==> config.mk <==
export PLATFORM = sky130hd
export DESIGN_NAME = frame_dispatch
export DESIGN_NICKNAME = d
export VERILOG_FILES = /design/src/rtl/frame_pkg.sv /design/src/rtl/frame_fifo.sv /design/src/rtl/frame_dispatch.sv
export SDC_FILE = /design/constraint.sdc
export NUM_CORES = 1
export LEC_CHECK = 0
export CORE_ASPECT_RATIO = 0.6
export CORE_MARGIN = 5
export CORE_UTILIZATION = 55
export DETAILED_ROUTE_END_ITERATION = 10
export PLACE_DENSITY = 0.87
export SLEW_MARGIN = 20
export SYNTH_ARGS = -nofsm -noshare
export SYNTH_HDL_FRONTEND = slang
export SYNTH_HIERARCHICAL = 1
export SYNTH_SLANG_ARGS = --single-unit
==> constraint.sdc <==
create_clock -name clk -period 2.7 [get_ports clk]
set_clock_uncertainty 0.05 [all_clocks]
set_input_delay 0.54 -clock clk [delete_from_list [all_inputs] [get_ports clk]]
set_output_delay 0.54 -clock clk [all_outputs]
set_load 0.01 [all_outputs]
==> src/rtl/frame_pkg.sv <==
// Shared frame field layout, unit-id width and dispatcher state encoding.
// Included by frame_dispatch and its bench; no logic of its own.
package frame_pkg;

  localparam int UNIT_LSB = 22;
  localparam int UNIT_W   = 3;

  typedef struct packed {
    logic              parity;
    logic [5:0]        reserved;
    logic [UNIT_W-1:0] unit_id;
    logic [4:0]        reg_addr;
    logic              wr_rd_s;
    logic [7:0]        wr_data;
    logic [7:0]        op_id;
  } frame_t;

  typedef enum logic [1:0] {
    IDLE  = 2'd0,
    ISSUE = 2'd1,
    HOLD  = 2'd2
  } state_t;

endpackage

==> src/rtl/frame_fifo.sv <==
// Synchronous first-word-fall-through ingress buffer; head word visible the edge after a push.
// Pushes while full and pops while empty are ignored; a push and pop on one edge keep occupancy.
module frame_fifo #(
  parameter int WIDTH = 32,
  parameter int DEPTH = 4
) (
  input  logic             clk,
  input  logic             rst_n,
  input  logic             i_push,
  input  logic [WIDTH-1:0] i_dat,
  input  logic             i_pop,
  output logic [WIDTH-1:0] o_dat,
  output logic             o_full,
  output logic             o_empty
);

  localparam int AW = $clog2(DEPTH);

  logic [WIDTH-1:0] r_mem [DEPTH];
  logic [AW-1:0]    r_wr_ptr;
  logic [AW-1:0]    r_rd_ptr;
  logic [AW:0]      r_count;
  logic             w_push;
  logic             w_pop;

  assign o_full  = (r_count == (AW+1)'(DEPTH));
  assign o_empty = (r_count == '0);
  assign o_dat   = r_mem[r_rd_ptr];
  assign w_push  = i_push & ~o_full;
  assign w_pop   = i_pop & ~o_empty;

  always_ff @(posedge clk) begin
    if (w_push) begin
      r_mem[r_wr_ptr] <= i_dat;
    end
  end

  always_ff @(posedge clk or negedge rst_n) begin
    if (!rst_n) begin
      r_wr_ptr <= '0;
      r_rd_ptr <= '0;
      r_count  <= '0;
    end else begin
      if (w_push) begin
        r_wr_ptr <= r_wr_ptr + AW'(1);
      end
      if (w_pop) begin
        r_rd_ptr <= r_rd_ptr + AW'(1);
      end
      case ({w_push, w_pop})
        2'b10:   r_count <= r_count + (AW+1)'(1);
        2'b01:   r_count <= r_count - (AW+1)'(1);
        default: r_count <= r_count;
      endcase
    end
  end

endmodule

==> src/rtl/frame_dispatch.sv <==
// Buffers host frames and issues each as a one-hot load strobe plus registered frame; FRAME_PARITY_CHECK_EN adds parity drop.
// load_out rises the edge after acceptance into an empty FIFO, one dispatch per 3 cycles; frame_ready = FIFO not full.
module frame_dispatch
  import frame_pkg::*;
#(
  parameter int NUM_SW_INST = 5,
  parameter int FRAME_WIDTH = 32,
  parameter int FIFO_DEPTH  = 4
) (
  input  logic                   clk,
  input  logic                   rst_n,
  input  logic                   frame_valid,
  input  logic [FRAME_WIDTH-1:0] frame_data,
  output logic                   frame_ready,
  output logic [NUM_SW_INST-1:0] load_out,
  output logic [FRAME_WIDTH-1:0] frame_out,
  output logic [7:0]             drop_cnt,
  output logic                   fifo_empty
);

  state_t                 r_state;
  state_t                 w_state_nxt;
  logic                   w_full;
  logic                   w_empty;
  logic                   w_push;
  logic                   w_pop;
  logic                   w_unit_ok;
  logic                   w_par_ok;
  logic [UNIT_W-1:0]      w_unit;
  logic [NUM_SW_INST-1:0] w_unit_onehot;
  logic [FRAME_WIDTH-1:0] w_head_dat;
  logic [FRAME_WIDTH-1:0] r_frame_out;
  logic [FRAME_WIDTH-1:0] w_frame_nxt;
  logic [NUM_SW_INST-1:0] r_load_out;
  logic [NUM_SW_INST-1:0] w_load_nxt;
  logic [7:0]             r_drop_cnt;
  logic [7:0]             w_drop_nxt;

  assign frame_ready = ~w_full;
  assign fifo_empty  = w_empty;
  assign load_out    = r_load_out;
  assign frame_out   = r_frame_out;
  assign drop_cnt    = r_drop_cnt;
  assign w_push      = frame_valid & ~w_full;

  frame_fifo #(
    .WIDTH (FRAME_WIDTH),
    .DEPTH (FIFO_DEPTH)
  ) u_fifo (
    .clk     (clk),
    .rst_n   (rst_n),
    .i_push  (w_push),
    .i_dat   (frame_data),
    .i_pop   (w_pop),
    .o_dat   (w_head_dat),
    .o_full  (w_full),
    .o_empty (w_empty)
  );

  assign w_unit    = w_head_dat[UNIT_LSB +: UNIT_W];
  assign w_unit_ok = ({1'b0, w_unit} < (UNIT_W+1)'(NUM_SW_INST));

`ifdef FRAME_PARITY_CHECK_EN
  assign w_par_ok = ~(^w_head_dat);
`else
  assign w_par_ok = 1'b1;
`endif

  always_comb begin
    w_unit_onehot = '0;
    for (int i = 0; i < NUM_SW_INST; i++) begin
      w_unit_onehot[i] = (w_unit == UNIT_W'(i));
    end
  end

  // Head is consumed in IDLE whether it dispatches or drops, so bad frames never stall the queue.
  always_comb begin
    w_state_nxt = r_state;
    w_pop       = 1'b0;
    w_load_nxt  = r_load_out;
    w_frame_nxt = r_frame_out;
    w_drop_nxt  = r_drop_cnt;
    unique case (r_state)
      IDLE: begin
        w_load_nxt = '0;
        if (!w_empty) begin
          w_pop = 1'b1;
          if (w_unit_ok && w_par_ok) begin
            w_frame_nxt = w_head_dat;
            w_load_nxt  = w_unit_onehot;
            w_state_nxt = ISSUE;
          end else if (r_drop_cnt != 8'hFF) begin
            w_drop_nxt = r_drop_cnt + 8'd1;
          end
        end
      end
      ISSUE: begin
        w_load_nxt  = '0;
        w_state_nxt = HOLD;
      end
      HOLD: begin
        w_load_nxt  = '0;
        w_state_nxt = IDLE;
      end
      default: begin
        w_load_nxt  = '0;
        w_state_nxt = IDLE;
      end
    endcase
  end

  always_ff @(posedge clk or negedge rst_n) begin
    if (!rst_n) begin
      r_state     <= IDLE;
      r_load_out  <= '0;
      r_frame_out <= '0;
      r_drop_cnt  <= '0;
    end else begin
      r_state     <= w_state_nxt;
      r_load_out  <= w_load_nxt;
      r_frame_out <= w_frame_nxt;
      r_drop_cnt  <= w_drop_nxt;
    end
  end

endmodule

==> results summary <==
The effective utilization at floorplan is 0.5565. The average size of a mapped cell came out at about 21 µm². Clock tree synthesis found a total of roughly 180 sinks. Post-CTS repair changed the size of 0 cells. The proportion of layout cells with a drive suffix above 1 came out at 0.2568. The mean routed wirelength per cell is about 21 µm. The later pin in the worst-skew pair is clocked with a latency of around 0.42 ns.

The number of buffer cells added on primary ports is 81. The number of instances in the placed design came out at about 580. The total iterations of the first detailed-routing run came out at 4. Derived from the worst setup path, the maximum achievable clock frequency is around 400 MHz. For this run, the register share of the synthesized area comes to 0.7355. The flow ran to the end, and the final reports show no timing, DRC or antenna violations. For this run, the post-layout net count is approximately 470. The start point of the critical path is u_fifo/r_count[0].

Setup violations remaining at the end of the flow were counted as 0. Yosys mapped a number of flops with a built-in enable equal to around 130. The clock transition at the registers of the reported paths came out at approximately 0.070 ns. The worst max-slew margin expressed relative to the limit is 0.5175. After detailed routing, the total wire length is approximately 13 mm. In the routed design, unresolved DRC markers number 0. The number of buffers inserted during clock tree synthesis is 17.

The endpoint of the worst register-to-register path is u_fifo/r_count[2]. Of all nets on the critical path, the largest fanout is 5. The worst ir drop on vdd came out at approximately 690 µV. The number of buffers added to fix hold violations after cts is 0. The number of antenna violations at the first check in global routing was 0.

The die covers around 0.015 mm². The arrival time of the worst setup path is around 2.8 ns. The largest net degree at the start of global routing is between 50 and 60. For the final routed database, the setup TNS stands at 0 ns. The ratio of final minimum period to clock period is 0.9159. STA classifies the critical path endpoint as a flop.

After filler insertion, the fill cell instance count of the layout stands at between 800 and 900. The slew at the pin closest to its max-slew limit is between 0.7 and 0.8 ns. Relative to the synthesized area, the layout overhead comes to 23.33%. In the routed layout, each cell is associated on average with a via count of 5.463. The cell area power density is 1229 mW/mm². The startpoint-to-endpoint class of the critical path is flop to flop.

The maximum root-to-sink buffer count is 2. The aggregate global-route resource usage came out at 0.1783. The count of boundary I/O pins came out at between 80 and 90. After the flow finishes, the layout carries non-filler instances totaling approximately 620. Summed over all cells, the static leakage comes to 3.240 nW. The Yosys step of the flow raised 6 warnings. The remaining antenna violation count after routing came out at 0. The area of the core is between 0.01 and 0.015 mm². When the netlist entered floorplanning its net count stood at roughly 380. The worst-case reg-to-reg path depth is 10. TritonCTS built the clock tree. The post-CTS setup-driven buffer insertion count came out at 0. The most used flip-flop cell after synthesis is sky130_fd_sc_hd__edfxtp_1. The worst setup path is launched from a flop. In this run the core area contains 32 standard-cell rows. The number of hold violations in the final report is 0. Counting flops and latches in the post-synthesis netlist gives roughly 180. The count of final max-slew check failures came out at 0. Setup repair after global routing left no endpoint under its margin.

Summed over all nets, the half-perimeter wirelength after detailed placement is ~7.8 mm. The first global-routing pass estimated slightly above 20 mm of wire. The detailed router finished its first iteration with between 150 and 200 violations. The startpoint of the lowest-slack register-to-register path is u_fifo/r_count[0]. With fillers left out, the area of the finished cells amounts to about 0.0087 mm². The sum of internal, switching and leakage power is roughly 11 mW.

At the end of routability-driven placement, the weighted congestion stood at approximately 0.77. The required time of the critical path came out at 2.99 ns. In this run, distinct cell masters in the synthesized netlist total 40. The placed cell area came out at 0.008075 mm². The total vias in the final route is between 3k and 4k.

The vertical extent of the die is between 90 and 100 µm. The proportion of synthesized flip-flops having asynchronous set or reset came out at 0.2967. The max capacitance violation total came out at 0. The number of H-tree levels is 4. The residual overflow from global routing came out at 0. The minimum period implied by the final worst setup slack came out at about 2.5 ns. The cell area that synthesis handed to floorplanning was roughly 0.0071 mm². In this run the horizontal extent of the chip is between 150 and 200 µm. The number of global-route vias before repair is approximately 3.6k.

The synthesized instance count came out at between 300 and 400. The register-to-register path setup slack came out at around 0.23 ns. The post-route core utilization is 0.6863. CTS placed an instance of sky130_fd_sc_hd__clkbuf_16 at the clock tree root. The type of the most critical hold path is primary input to async pin.
## cell families (layout without fill, tap and decap cells)
logic type | count (synthesis) | after routing | synth area share
flip-flops | 182 | 182 | 0.7355
multiplexers | 66 | 66 | 0.1724
XOR/XNOR | 10 | 10 | 0.01240
AND/OR/NAND/NOR | 42 | 42 | 0.03401
buffers and inverters | 21 | 131 | 0.02356
adder cells (fa/ha/maj) | 7 | 7 | 0.01346
AO/OA/AOI/OAI | 6 | 6 | 0.008682
other | 0 | 1 | 0
## per-stage QoR
stage | setup slack (ns) | hold slack [ns]
4_1_cts | 0.2310 | 0.2249
6_report | 0.2271 | 0.2140
2_1_floorplan | 0.4301 | 0.1944
3_3_place_gp | 0.2634 | 0.3656
5_1_grt | 0.09426 | 0.2683
3_5_place_dp | 0.2171 | 0.3884
## Yosys cell counts (6+ instances only)
master / instances / area [µm²]
sky130_fd_sc_hd__edfxtp_1: 128 / 3844
sky130_fd_sc_hd__dfrtp_1: 54 / 1351
sky130_fd_sc_hd__mux4_2: 28 / 630.6
sky130_fd_sc_hd__mux2_4: 27 / 405.4
sky130_fd_sc_hd__nand2_1: 12 / 45.04
sky130_fd_sc_hd__inv_1: 9 / 33.78
sky130_fd_sc_hd__nor2_1: 8 / 30.03
sky130_fd_sc_hd__ha_1: 6 / 75.07
sky130_fd_sc_hd__xnor2_1: 6 / 52.55
## routing by layer
metal / up-vias / GRT usage / routed length, µm
li1: 1497 / - / -
met3: 6 / 0.06067 / 801
met1: 1758 / 0.2502 / 5696
met4: 0 / 0.03200 / 53
met5: - / 0 / 0
met2: 99 / 0.2800 / 6254
## how the worst max path moves through the flow
stage          slack, ns  cells past startpoint           endpoint
3_3_place_gp        0.26                     10  u_fifo/r_count[2]
3_5_place_dp        0.22                     10  u_fifo/r_count[2]
5_1_grt             0.09                     10  u_fifo/r_count[2]
4_1_cts             0.23                     10  u_fifo/r_count[2]
2_1_floorplan       0.43                     10  u_fifo/r_count[2]
6_report            0.23                     10  u_fifo/r_count[2]
## critical path, cell delays in order (launching register included)
cell and delay [ns]:
sky130_fd_sc_hd__dfrtp_1 0.44, sky130_fd_sc_hd__nor3_1 0.11, sky130_fd_sc_hd__or3_4 0.41, sky130_fd_sc_hd__clkinv_4 0.09
sky130_fd_sc_hd__o31a_1 0.23, sky130_fd_sc_hd__ha_1 0.21, sky130_fd_sc_hd__inv_1 0.06, sky130_fd_sc_hd__fa_1 0.37
sky130_fd_sc_hd__xor2_1 0.15, sky130_fd_sc_hd__nor2_1 0.11, sky130_fd_sc_hd__xor2_1 0.17
## state kept, by name, indices dropped and copies added, names as in the netlist
register,cells
r_state,2
u_fifo/r_mem,128
frame_out,32
u_fifo/r_wr_ptr,2
u_fifo/r_rd_ptr,2
load_out,5
u_fifo/r_count,3
drop_cnt,8
## layout by cell type (no fill, tap or decap), types with 2 or more instances in the layout
cell | Yosys | layout
sky130_fd_sc_hd__a21oi_1 | 2 | 2
sky130_fd_sc_hd__and2_2 | 0 | 4
sky130_fd_sc_hd__and3_1 | 3 | 3
sky130_fd_sc_hd__buf_12 | 3 | 4
sky130_fd_sc_hd__buf_4 | 0 | 4
sky130_fd_sc_hd__bufinv_16 | 0 | 3
sky130_fd_sc_hd__clkbuf_16 | 0 | 17
sky130_fd_sc_hd__clkbuf_8 | 0 | 2
sky130_fd_sc_hd__clkdlybuf4s50_1 | 0 | 80
sky130_fd_sc_hd__clkinvlp_4 | 0 | 2
sky130_fd_sc_hd__dfrtp_1 | 54 | 52
sky130_fd_sc_hd__dfrtp_2 | 0 | 2
sky130_fd_sc_hd__edfxtp_1 | 128 | 128
sky130_fd_sc_hd__ha_1 | 6 | 6
sky130_fd_sc_hd__inv_1 | 9 | 9
sky130_fd_sc_hd__inv_6 | 0 | 6
sky130_fd_sc_hd__inv_8 | 0 | 2
sky130_fd_sc_hd__mux2_2 | 4 | 4
sky130_fd_sc_hd__mux2_4 | 27 | 27
sky130_fd_sc_hd__mux2i_1 | 2 | 2
sky130_fd_sc_hd__mux4_1 | 4 | 4
sky130_fd_sc_hd__mux4_2 | 28 | 28
sky130_fd_sc_hd__nand2_1 | 12 | 12
sky130_fd_sc_hd__nand4_1 | 2 | 2
sky130_fd_sc_hd__nor2_1 | 8 | 8
sky130_fd_sc_hd__nor2b_1 | 2 | 2
sky130_fd_sc_hd__xnor2_1 | 6 | 6
sky130_fd_sc_hd__xor2_1 | 4 | 4
## final cells by class
class / instances / area, µm² / area share
clock inverters: 13 / 180.2 / 0.02068
flip-flops and latches: 182 / 5197 / 0.5967
multi-input cells: 131 / 1707 / 0.1959
diodes: 1 / 2.502 / 0.0002873
well taps: 170 / 212.7 / 0.02442
clock buffers: 19 / 452.9 / 0.05200
repair buffers: 89 / 915.9 / 0.1051
inverters: 10 / 42.54 / 0.004884
## power by group
group / switching (mW) / leakage (nW) / total (mW) / internal (mW)
clock network: 1.06 / 0.306 / 2.60 / 1.54
registers: 0.412 / 1.82 / 4.26 / 3.84
logic: 1.69 / 1.11 / 3.85 / 2.16
total: 3.16 / 3.24 / 10.7 / 7.54
No activity file was read; power rests on OpenSTA's default activity.
